### src/rtl/sigma_arbiter.sv
// sigma_arbiter: shares one sigma core between two requesters.
// Round-robin grant with a valid/ready handshake per requester. Jobs go to the
// core as single-cycle core_tvalid pulses, spaced by ISSUE_GAP idle cycles and
// capped at MAX_OUT in flight. An in-order tag FIFO routes each core result
// back to the requester that issued it.
// Optional build macro SIGMA_ARB_TIMEOUT_EN adds a watchdog. It flushes the
// tag FIFO when the core stays silent for TIMEOUT cycles, and it adds a
// one-cycle 'timeout' output pulse.
module sigma_arbiter #(
  parameter int PRECISION = 32,
  parameter int MAX_OUT   = 4,
  parameter int ISSUE_GAP = 1,
  parameter int TIMEOUT   = 1024
) (
  input  logic                          clk,
  input  logic                          reset,
  input  logic [1:0]                    req_valid,
  output logic [1:0]                    req_ready,
  input  logic [9*PRECISION-1:0]        req0_mat,
  input  logic [9*PRECISION-1:0]        req1_mat,
  input  logic [PRECISION-1:0]          req0_err,
  input  logic [PRECISION-1:0]          req1_err,
  output logic                          core_tvalid,
  output logic [9*PRECISION-1:0]        core_mat,
  output logic [PRECISION-1:0]          core_err,
  input  logic                          core_valid,
  input  logic [PRECISION-1:0]          core_sigma,
  output logic [1:0]                    rsp_valid,
  output logic [PRECISION-1:0]          rsp_sigma,
  output logic [$clog2(MAX_OUT+1)-1:0]  outstanding,
`ifdef SIGMA_ARB_TIMEOUT_EN
  output logic                          timeout,
`endif
  output logic                          err_unexp
);

  localparam int CNT_W = $clog2(MAX_OUT + 1);
  localparam int PTR_W = (MAX_OUT > 1) ? $clog2(MAX_OUT) : 1;
  localparam logic [CNT_W-1:0] CNT_MAX  = CNT_W'(MAX_OUT);
  localparam logic [PTR_W-1:0] PTR_LAST = PTR_W'(MAX_OUT - 1);
  localparam logic [3:0]       GAP_LAST = 4'((ISSUE_GAP > 0) ? ISSUE_GAP - 1 : 0);

  typedef enum logic [1:0] {
    IDLE,
    ISSUE,
    GAP
  } state_t;

  state_t             state;
  state_t             state_nxt;
  logic               rr;         // requester that wins a tie
  logic               grant_id;   // requester offered ready this cycle
  logic               job_id;     // requester of the job being issued
  logic               hs;
  logic [3:0]         gap_cnt;
  logic               push;
  logic               pop;
  logic               flush;
  logic [PTR_W-1:0]   wr_ptr;
  logic [PTR_W-1:0]   rd_ptr;
  logic [CNT_W-1:0]   count;
  logic               tag_mem [MAX_OUT];

  function automatic logic [PTR_W-1:0] ptr_inc(input logic [PTR_W-1:0] p);
    return (p == PTR_LAST) ? '0 : p + 1'b1;
  endfunction

  // Pick the candidate requester: the lone valid one, otherwise the rr pointer.
  always_comb begin
    grant_id = rr;
    if (req_valid == 2'b01) begin
      grant_id = 1'b0;
    end else if (req_valid == 2'b10) begin
      grant_id = 1'b1;
    end
  end

  // Next-state and handshake/strobe outputs.
  always_comb begin
    // NOTE: every output of this block gets a default first, so no path can leave one unassigned (no latch).
    state_nxt   = state;
    req_ready   = 2'b00;
    core_tvalid = 1'b0;
    case (state)
      IDLE: begin
        // Ready is held low while reset is asserted, so no handshake happens then.
        if ((count < CNT_MAX) && !reset) begin
          req_ready = grant_id ? 2'b10 : 2'b01;
          if (req_valid[grant_id]) begin
            state_nxt = ISSUE;
          end
        end
      end
      ISSUE: begin
        core_tvalid = 1'b1;
        state_nxt   = (ISSUE_GAP > 0) ? GAP : IDLE;
      end
      GAP: begin
        if (gap_cnt == GAP_LAST) begin
          state_nxt = IDLE;
        end
      end
      default: state_nxt = IDLE;
    endcase
    // A watchdog flush abandons an issue/gap sequence. A handshake in IDLE still completes.
    if (flush && (state != IDLE)) begin
      state_nxt = IDLE;
    end
  end

  assign hs = |(req_valid & req_ready);

  // State register.
  always_ff @(posedge clk or posedge reset) begin
    // NOTE: sequential state uses non-blocking assignment only, so every flop samples pre-edge values.
    if (reset) begin
      state <= IDLE;
    end else begin
      state <= state_nxt;
    end
  end

  // Count idle cycles in GAP. Cleared while the job is being issued.
  always_ff @(posedge clk or posedge reset) begin
    if (reset) begin
      gap_cnt <= '0;
    end else if (state == ISSUE) begin
      gap_cnt <= '0;
    end else if (state == GAP) begin
      gap_cnt <= gap_cnt + 1'b1;
    end
  end

  // Latch the granted job and hand round-robin priority to the other requester.
  always_ff @(posedge clk or posedge reset) begin
    if (reset) begin
      core_mat <= '0;
      core_err <= '0;
      job_id   <= 1'b0;
      rr       <= 1'b0;
    end else if (hs) begin
      core_mat <= grant_id ? req1_mat : req0_mat;
      core_err <= grant_id ? req1_err : req0_err;
      job_id   <= grant_id;
      rr       <= ~grant_id;
    end
  end

  // A tag is pushed as the job goes out. A tag is popped when a result returns and a tag is waiting.
  assign push = (state == ISSUE) && !flush;
  assign pop  = core_valid && (count != '0) && !flush;

  // In-order tag FIFO: pointers wrap modulo MAX_OUT, and a separate count gives full/empty.
  always_ff @(posedge clk or posedge reset) begin
    if (reset) begin
      wr_ptr <= '0;
      rd_ptr <= '0;
      count  <= '0;
      // NOTE: the tag store is at most 16 single-bit entries, so it is reset with the pointers.
      for (int i = 0; i < MAX_OUT; i++) begin
        tag_mem[i] <= 1'b0;
      end
    end else if (flush) begin
      wr_ptr <= '0;
      rd_ptr <= '0;
      count  <= '0;
    end else begin
      if (push) begin
        tag_mem[wr_ptr] <= job_id;
        wr_ptr          <= ptr_inc(wr_ptr);
      end
      if (pop) begin
        rd_ptr <= ptr_inc(rd_ptr);
      end
      case ({push, pop})
        2'b10:   count <= count + 1'b1;
        2'b01:   count <= count - 1'b1;
        default: count <= count;
      endcase
    end
  end

  assign outstanding = count;

  // Registered result routing: one-cycle pulse to the requester at the FIFO head.
  always_ff @(posedge clk or posedge reset) begin
    if (reset) begin
      rsp_valid <= 2'b00;
      rsp_sigma <= '0;
    end else begin
      rsp_valid <= 2'b00;
      if (pop) begin
        rsp_valid <= tag_mem[rd_ptr] ? 2'b10 : 2'b01;
        rsp_sigma <= core_sigma;
      end
    end
  end

  // Sticky flag: a result arrived with no job recorded as in flight.
  always_ff @(posedge clk or posedge reset) begin
    if (reset) begin
      err_unexp <= 1'b0;
    end else if (core_valid && (count == '0)) begin
      err_unexp <= 1'b1;
    end
  end

`ifdef SIGMA_ARB_TIMEOUT_EN
  localparam int WD_W = $clog2(TIMEOUT + 1);
  localparam logic [WD_W-1:0] WD_LAST = WD_W'(TIMEOUT - 1);

  logic [WD_W-1:0] wd_cnt;

  // Watchdog: counts silent cycles while jobs are in flight. Any result restarts it.
  always_ff @(posedge clk or posedge reset) begin
    if (reset) begin
      wd_cnt <= '0;
    end else if (core_valid || (count == '0) || timeout) begin
      wd_cnt <= '0;
    end else begin
      wd_cnt <= wd_cnt + 1'b1;
    end
  end

  assign timeout = (count != '0) && !core_valid && (wd_cnt == WD_LAST);
  assign flush   = timeout;
`else
  assign flush = 1'b0;
`endif

endmodule

### config.mk
export PLATFORM = sky130hd
export DESIGN_NAME = sigma_arbiter
export DESIGN_NICKNAME = d
export VERILOG_FILES = /design/src/rtl/sigma_arbiter.sv
export SDC_FILE = /design/constraint.sdc
export NUM_CORES = 1
export LEC_CHECK = 0
export CELL_PAD_IN_SITES_DETAIL_PLACEMENT = 0
export CELL_PAD_IN_SITES_GLOBAL_PLACEMENT = 1
export CORE_AREA = 5 5 404 406
export CTS_CLUSTER_DIAMETER = 80
export CTS_CLUSTER_SIZE = 10
export DETAILED_ROUTE_END_ITERATION = 8
export DIE_AREA = 0 0 409 411
export GPL_TIMING_DRIVEN = 0
export HOLD_SLACK_MARGIN = 0.1
export MAX_ROUTING_LAYER = met4
export PLACE_DENSITY = 0.35
export SETUP_SLACK_MARGIN = 0.3
export SYNTH_ARGS = -nofsm -noshare
export SYNTH_HDL_FRONTEND = slang
export SYNTH_SLANG_ARGS = --single-unit
export TNS_END_PERCENT = 1
### constraint.sdc
create_clock -name clk -period 18.6 [get_ports clk]
set_clock_uncertainty 0.05 [all_clocks]
set_input_delay 3.72 -clock clk [delete_from_list [all_inputs] [get_ports clk]]
set_output_delay 3.72 -clock clk [all_outputs]
set_load 0.03 [all_outputs]
==> impl_metrics.yaml, run 1 <==
grt:
  grt_pass1_wl_mm: 174.7
  antenna_found_initial: 86
  grt_max_degree: 107
  grt_use_total: 0.1544
  grt_pass1_vias: 19724
  overflow: 0
synth:
  synth_compound_area_frac: 0.2722
  synth_mux_area_frac: 0.02776
  syn_inst: 1601
  syn_area_um2: 16580
  synth_common_cells: "dfrtp_1, nand2_1, a21oi_1, a2bb2oi_1, buf_2"
  synth_top_family_by_area: "compound AO/OA/AOI/OAI gates"
  synth_ff_type: "dfrtp_1"
  yosys.area_share.adder: 0.01026
  yosysTopAreaCell: "dfrtp_1"
  yosysWarnings: 0
  ys_async_sr_fraction: 1.000
  synth.top_cell.area_share: 0.5643
  synth-xor-area-share: 0.001584
  syn_area_per_cell_um2: 10.36
  ys_ff_latch: 374
  synthSimpleGateAreaFrac: 0.08193
  ys_types: 30
  synth_nets: 2291
  synthTopCellsByArea: "dfrtp_1, a2bb2oi_1, a21oi_1"
  yosysSeqAreaShare: 0.5643
  yosysMostFrequentCell: "dfrtp_1"
  synth_edf_count: 0
power:
  p_sw_frac: 0.4455
  pwr-share-comb: 0.542
  max-vdd-ir-drop_mv: 0.05726
  powerDensity_nw_per_um2: 175.7
  intPower_mw: 3.079
  p_sw_mw: 2.474
  power_frac_clock: 0.193
  seqPwrFrac: 0.266
  totalPowerFinal_mw: 5.553
  power.leakage_nw: 12.36
floorplanning:
  initial_core_util: 0.1040
  ios: 1038
  rows: 147
  die_w_um: 409
  core-area_um2: 159500
  die_y_um: 411
  fp.dieArea_um2: 168100
timing:
  worst_slew_pin_slew_ns: 1.162
  setup-tns-final_ns: 0
  min_period_over_period: 0.5394
  setup_viol: 0
  finalCriticalPeriod_ns: 10.03
  max_clock_freq_mhz: 99.67
  grt_setup_unrepaired: "false"
  slew_viol_final: 0
  hold_viol_final: 0
  slew_headroom: 0.2253
worst_setup_path:
  worstSetupPathType: "primary input to output port"
  r2r-start: "state[1]"
  crit_arrival_ns: 6.26
  critical_path.max_fanout: 10
  required_ns: 14.83
  crit_path_start: "req_valid[0]"
  critPathLaunchType: "primary input"
  endpoint_kind: "output port"
routing:
  routed_via_density: 3.699
  drcViolationCount: 0
  drtIter0Drc: 763
  wl_per_cell_um: 27.13
  routed_wl_mm: 132.3
  drt_pass1_iterations: 5
  antenna_left: 0
  num_vias: 18045
clocking:
  ctsHoldBuffers: 0
  root_buffer: "clkbuf_16"
  clock_latency_ns: 0.62
  clkSinkCount: 374
  postCtsSetupRepairBufs: 0
  htree_levels: 2
  ctsResizeCount: 0
  clk_pin_slew_ns: 0.06
  clockBufferDepth: 3
  cts_tree: "built"
  tritoncts.num_buffers: 53
cells_and_area:
  layout.nets: 3387
  syn_to_final_growth_pct: 90.52
  final_area_um2: 31600
  drive_above_1_share: 0.07625
job:
  cap_violations: 0
worst_hold_path:
  hold_path_class: "register to register"
  hold_start: "err_unexp"
placed_design:
  port_buffers: 1037
  dpl_cell_area_um2: 29700
  gp_congestion: 0.8323
  dp_hpwl_mm: 108.5
status:
  outcome: "completed"
-- flip-flops by register name (all words and copies together), names as in the netlist, 2 cells and up --
signal / flops
core_err: 32
core_mat: 288
gap_cnt: 4
outstanding: 3
rd_ptr: 2
rsp_sigma: 32
rsp_valid: 2
state: 2
tag_mem: 4
wr_ptr: 2
-- worst paths after layout --
path,endpoint,slack (ns),cells after the start
worst min-delay path,err_unexp,0.42,1
worst max-delay path,req_ready[1],8.57,6
worst max register to register,core_mat[128],15.38,8
worst min register to register,err_unexp,0.42,1
min in group asynchronous,rsp_valid[0],3.66,3
max in group asynchronous,core_mat[207],13.23,5
-- routing by layer --
metal  vias to the layer above  GRT usage  part of all wire
li1                       8090          -                 -
met1                      9035     0.1595              0.36
met2                       760     0.2680              0.52
met3                       160    0.05857             0.092
met4                         0    0.05622             0.028
met5                         -          -                 0
-- layout by cell type (no fill, tap or decap), drive strengths merged, types with 7 or more instances in the layout --
cell           netlist  final
clkdlybuf4s50        0   1037
dfrtp              374    374
nand2              331    331
a21oi              322    322
a2bb2oi            320    320
clkbuf              66    132
buf                 80     84
diode                0     64
mux2                38     38
inv                 14     18
ha                  12     12
o21ai               10     10
clkinv               0      8
nor2                 7      7
-- critical path, stage by stage --
cell,delay [ns]
clkdlybuf4s50_1,0.60
nand2b_1,0.13
a21oi_2,0.41
clkbuf_1,0.60
nor2_1,0.11
clkdlybuf4s50_1,0.69
-- stage by stage --
stage | hold WS, ns | worst slack, ns | utilization | std cells
5_1_grt | 0.4322 | 8.375 | 0.1980 | 4871
3_3_place_gp | 0.3963 | -3.180 | 0.1855 | 4724
4_1_cts | 0.4253 | 8.411 | 0.1971 | 4814
6_report | 0.4160 | 8.566 | 0.1982 | 4878
3_5_place_dp | 0.4116 | 8.430 | 0.1862 | 4728
2_1_floorplan | 0.4238 | 4.443 | - | 1601
-- cell type report --
| class | count | area (um^2) |
|---|---|---|
| inverters | 14 | 60.06 |
| diodes | 64 | 160.2 |
| clock inverters | 20 | 259.0 |
| plain buffers | 146 | 648.1 |
| clock buffers | 66 | 1478 |
| fillers | 17532 | 127900 |
| repair buffers | 1041 | 10490 |
| well taps | 2086 | 2610 |
| multi-input cells | 1067 | 6534 |
| flip-flops and latches | 374 | 9359 |
-- cells by family (layout without fill, tap and decap cells) --
family | count (synthesis) | in the layout
adder cells (fa/ha/maj) | 13 | 13
XOR/XNOR | 3 | 3
flip-flops | 374 | 374
multiplexers | 40 | 40
buffers and inverters | 160 | 1287
AO/OA/AOI/OAI | 658 | 658
other | 0 | 64
AND/OR/NAND/NOR | 353 | 353
-- power groups by stage --
| stage | clock (mW) | sequential [mW] | combinational, mW |
|---|---|---|---|
| floorplan | 0 | 2.19 | 0.797 |
| global placement | 0 | 1.48 | 3.06 |
| detailed placement | 0 | 1.48 | 3.07 |
| CTS | 1.12 | 1.48 | 3.08 |
| global route | 1.15 | 1.52 | 3.18 |
| finish | 1.07 | 1.48 | 3.01 |
(Power assumes the default switching activity.)
==> inputs of run 2 (changes only) <==
- clock period: 18.6 -> 9.46 ns (I/O delays scaled with it)
==> run 2 against run 1 <==
  * Global-route usage fell by 0.27 points
  * Design area grew 0.38%
  * Setup slack worse by 5.6 ns
  * Clock power rose by 98%
  * Clock-buffer cell count shrank 1
  * Flip-flop and latch count is the same
  * Sequential power grew 97%
  * Die area stayed put
  * First-iteration DRC count grew 24%
==> impl_metrics.yaml, run 2 (same netlist as run 1, synthesis figures left out) <==
cells_and_area:
  layout_common_cells: "clkdlybuf4s50_1, dfrtp_1, nand2_1, a21oi_1, a2bb2oi_1"
  layout_top_registers: "core_mat x288, core_err x32, rsp_sigma x32"
  drive_above_1_share: 0.07959
  final_common_cell: "clkdlybuf4s50_1"
  largest_reg_flops: 288
  max_flop_register: "core_mat"
  layout.nets: 3397
  syn_to_final_growth_pct: 91.26
  final_area_um2: 31720
clocking:
  clk_pin_slew_ns: 0.06
  cts_tree: "built"
  htree_levels: 2
  clock_latency_ns: 0.65
  root_buffer: "clkbuf_16"
  clockBufferDepth: 3
  ctsResizeCount: 0
  ctsHoldBuffers: 0
  postCtsSetupRepairBufs: 0
  clkSinkCount: 374
  tritoncts.num_buffers: 55
worst_setup_path:
  critical_path.max_fanout: 10
  required_ns: 7.52
  reg2reg_depth: 8
  critPathBufInv: 3
  cp_slowest_cell: "clkdlybuf4s50_1"
  critPathLaunchType: "primary input"
  crit_path_start: "req_valid[0]"
  cp-endpoint: "req_ready[1]"
  r2r-start: "state[0]"
  cp_cell_sequence: "clkdlybuf4s50_1 > nand2b_1 > a21oi_2 > clkbuf_1 > nor2_1 > clkdlybuf4s50_1"
  cp_common_cell: "clkdlybuf4s50_1"
  endpoint_kind: "output port"
  r2r-end: "core_mat[0]"
  cp.depth: 6
  regToRegSetupSlack_ns: 6.47
  worstSetupPathType: "primary input to output port"
  slowest_delay_ns: 0.67
  path_delay_family: "buffers and inverters"
  crit_arrival_ns: 4.59
grt:
  overflow: 0
  grt_use_total: 0.1516
  grt_pass1_vias: 19959
  antenna_found_initial: 88
  grt_pass1_wl_mm: 172.8
  grt_max_degree: 36
floorplanning:
  core-area_um2: 159500
  die_w_um: 409
  die_y_um: 411
  ios: 1038
  rows: 147
  fp.dieArea_um2: 168100
  initial_core_util: 0.1040
job:
  cap_violations: 0
routing:
  routed_via_density: 3.679
  num_vias: 17934
  drt_pass1_iterations: 5
  drtIter0Drc: 949
  drcViolationCount: 0
  routed_wl_mm: 129.9
  antenna_left: 0
  wl_per_cell_um: 26.64
placed_design:
  port_buffers: 1037
  gp_congestion: 0.8508
  dp_hpwl_mm: 107.3
  dpl_cell_area_um2: 29820
timing:
  finalCriticalPeriod_ns: 6.529
  min_period_over_period: 0.6902
  setup-tns-final_ns: 0
  grt_setup_unrepaired: "false"
  setup_viol: 0
  worst_slew_pin_slew_ns: 1.044
  slew_viol_final: 0
  slew_headroom: 0.3042
  max_clock_freq_mhz: 153.2
  hold_viol_final: 0
  whs_ns: 0.4313
power:
  max-vdd-ir-drop_mv: 0.1339
  powerDensity_nw_per_um2: 344.6
  totalPowerFinal_mw: 10.93
  power.leakage_nw: 12.43
status:
  outcome: "completed"
worst_hold_path:
  hold_path_class: "register to register"
==> run 2: through the flow <==
step / worst slack [ns] / util / std cells
after CTS: 2.811 / 0.1981 / 4825
after global placement: -1.572 / 0.1855 / 4724
after floorplan: 2.496 / - / 1601
after detailed placement: 2.814 / 0.1870 / 4736
final: 2.931 / 0.1989 / 4875
after global routing: 2.735 / 0.1989 / 4875
==> run 2: layer usage <==
metal	track usage	vias up	share of wire	routed length [um]
met5	-	-	0	0
met3	0.05926	185	0.089	11520
met1	0.1591	8920	0.37	48650
met4	0.05489	0	0.028	3599
li1	-	8077	-	-
met2	0.2591	752	0.51	66110
==> run 2: how the worst min path moves through the flow <==
stage / from / end / slack (ns) / depth (start not counted)
3_5_place_dp: err_unexp / err_unexp / 0.42 / 1
3_3_place_gp: err_unexp / err_unexp / 0.39 / 1
2_1_floorplan: tag_mem[1] / tag_mem[1] / 0.42 / 1
6_report: err_unexp / err_unexp / 0.43 / 1
4_1_cts: err_unexp / err_unexp / 0.44 / 1
5_1_grt: err_unexp / err_unexp / 0.45 / 1
==> run 2: report_power, final <==
part / total, mW / leakage [nW] / internal [mW] / switching, mW
sequential: 2.91 / 4.22 / 2.40 / 0.515
clock: 2.12 / 0.870 / 1.24 / 0.878
combinational: 5.90 / 7.33 / 2.43 / 3.47
total: 10.9 / 12.4 / 6.07 / 4.86
==> run 2: final cells by class <==
cell class | instances | area, um^2
multi-input combinational | 1067 | 6534
tap | 2086 | 2610
clock buffer | 65 | 1474
fill | 17511 | 127700
clock inverter | 24 | 295.3
sequential | 374 | 9359
antenna | 50 | 125.1
inverter | 14 | 56.30
timing repair buffer | 1049 | 10620
buffer | 146 | 645.6
==> run 2: worst reg2reg max path, delay by kind of cell (launching register included) <==
family / cells / cell delay (ns)
flip-flops: 1 / 0.39
buffers and inverters: 3 / 0.93
adder cells (fa/ha/maj): 1 / 0.21
AO/OA/AOI/OAI: 3 / 0.88
AND/OR/NAND/NOR: 1 / 0.41
==> inputs of run 3 (changes only) <==
- PLACE_DENSITY: 0.35 -> 0.36
- clock period: 9.46 -> 5.3 ns (I/O delays scaled with it)
==> run 3 against run 2 <==
  * Clock-buffer cell count is 2 higher
  * Worst hold slack got worse by 0.021 ns
  * Largest cell class unchanged
  * Largest power group unchanged
  * Flip-flop and latch count unchanged
==> impl_metrics.yaml, run 3 (same netlist as run 1, synthesis figures left out) <==
cells_and_area:
  max_flop_register: "core_mat"
  utilization: 0.1979
  drive_above_1_share: 0.07723
  num-fill-cells: 17662
  seqCellArea_um2: 9359
  largest_reg_flops: 288
  layout.nets: 3395
  final_common_cell: "clkdlybuf4s50_1"
  multi_input_area_um2: 6534
  syn_to_final_growth_pct: 90.29
  layout_top_registers: "core_mat x288, core_err x32, rsp_sigma x32"
  layout_common_cells: "clkdlybuf4s50_1, dfrtp_1, nand2_1, a21oi_1, a2bb2oi_1"
clocking:
  root_buffer: "clkbuf_16"
  clockBufferDepth: 3
  htree_levels: 2
  clkSinkCount: 374
  tritoncts.num_buffers: 51
  cts_tree: "built"
  ctsHoldBuffers: 0
  postCtsSetupRepairBufs: 0
  clock_latency_ns: 0.61
  clk_pin_slew_ns: 0.06
  ctsResizeCount: 1
worst_setup_path:
  slowest_delay_ns: 0.63
  cp_cell_sequence: "clkdlybuf4s50_1 > nand2b_1 > a21oi_2 > clkbuf_2 > nor2_1 > clkdlybuf4s50_1"
  worstSetupPathType: "primary input to output port"
  endpoint_kind: "output port"
  critPathLaunchType: "primary input"
  cp_common_cell: "clkdlybuf4s50_1"
  cp_slowest_cell: "clkdlybuf4s50_1"
  crit_arrival_ns: 3.52
  r2r-start: "state[1]"
  required_ns: 4.19
  critical_path.max_fanout: 10
  crit_path_start: "req_valid[0]"
routing:
  antenna_left: 0
  drcViolationCount: 0
  wl_per_cell_um: 27.54
  routed_via_density: 3.643
  drtIter0Drc: 760
  num_vias: 17728
  routed_wl_mm: 134.0
  drt_pass1_iterations: 5
timing:
  worst_slew_pin_slew_ns: 1.076
  min_period_over_period: 0.8734
  hold_viol_final: 0
  grt_setup_unrepaired: "false"
  setup_viol: 0
  max_clock_freq_mhz: 216.0
  slew_headroom: 0.2830
  layout_setup_ws_ns: 0.6708
  slew_viol_final: 0
  finalCriticalPeriod_ns: 4.629
placed_design:
  dp_hpwl_mm: 109.2
  gp_congestion: 0.8117
  port_buffers: 1037
  dp_slack_ns: 0.2300
floorplanning:
  die_y_um: 411
  fp.dieArea_um2: 168100
  initial_core_util: 0.1040
  die_w_um: 409
  core-area_um2: 159500
  rows: 147
  ios: 1038
worst_hold_path:
  hold_path_class: "register to register"
  hold_start: "err_unexp"
grt:
  antenna_found_initial: 81
  grt_max_degree: 35
  grt_use_total: 0.1565
  overflow: 0
  grt_pass1_vias: 19313
  grt_pass1_wl_mm: 176.2
power:
  max-vdd-ir-drop_mv: 0.2550
  power.leakage_nw: 12.34
  powerDensity_nw_per_um2: 610.7
job:
  cap_violations: 0
status:
  outcome: "completed"
run 3: final cells by class:
type                            count  area share
Antenna cell                       48    0.003806
Buffer                            146     0.02054
Clock buffer                       67     0.04623
Clock inverter                     13    0.003727
Inverter                           14    0.001784
Multi-Input combinational cell   1067      0.2070
Sequential cell                   374      0.2966
Tap cell                         2086     0.08270
Timing Repair Buffer             1051      0.3376
run 3: through the flow:
step | std cells | cell area [um^2] | total power, mW | setup TNS [ns] | hold slack [ns]
2_1_floorplan | 1601 | 16590 | 10.49 | -311.21 | 0.4238
3_5_place_dp | 4738 | 29860 | 16.04 | 0 | 0.3972
3_3_place_gp | 4724 | 29580 | 16.10 | -2012.41 | 0.3900
6_report | 4866 | 31560 | 19.27 | 0 | 0.4101
4_1_cts | 4818 | 31440 | 19.73 | 0 | 0.4196
5_1_grt | 4862 | 31550 | 20.31 | 0 | 0.4376
run 3: per-layer routing:
layer	vias up	global-route usage	wire length, um
met5	-	-	0
met4	0	0.04740	3213
met3	168	0.05663	10710
met2	722	0.2693	68460
met1	8758	0.1690	51630
li1	8080	-	-
run 3: critical path, delay by kind of cell:
| family | cells | cell delay [ns] |
|---|---|---|
| buffers and inverters | 3 | 1.70 |
| AO/OA/AOI/OAI | 1 | 0.52 |
| AND/OR/NAND/NOR | 2 | 0.22 |
run 3: power breakdown:
part	leakage [nW]	switching [mW]	total (mW)	internal (mW)
logic	7.36	6.26	10.6	4.34
clock network	0.762	1.52	3.48	1.96
registers	4.22	0.911	5.18	4.27
run 3: worst paths after layout:
check / endpoint / slack (ns) / cells past startpoint
max reg2reg: core_mat[10] / 2.38 / 8
min: err_unexp / 0.41 / 1
min in group asynchronous: core_err[23] / 0.87 / 2
min reg2reg: err_unexp / 0.41 / 1
max: req_ready[1] / 0.67 / 6
max in group asynchronous: core_mat[188] / 2.44 / 8
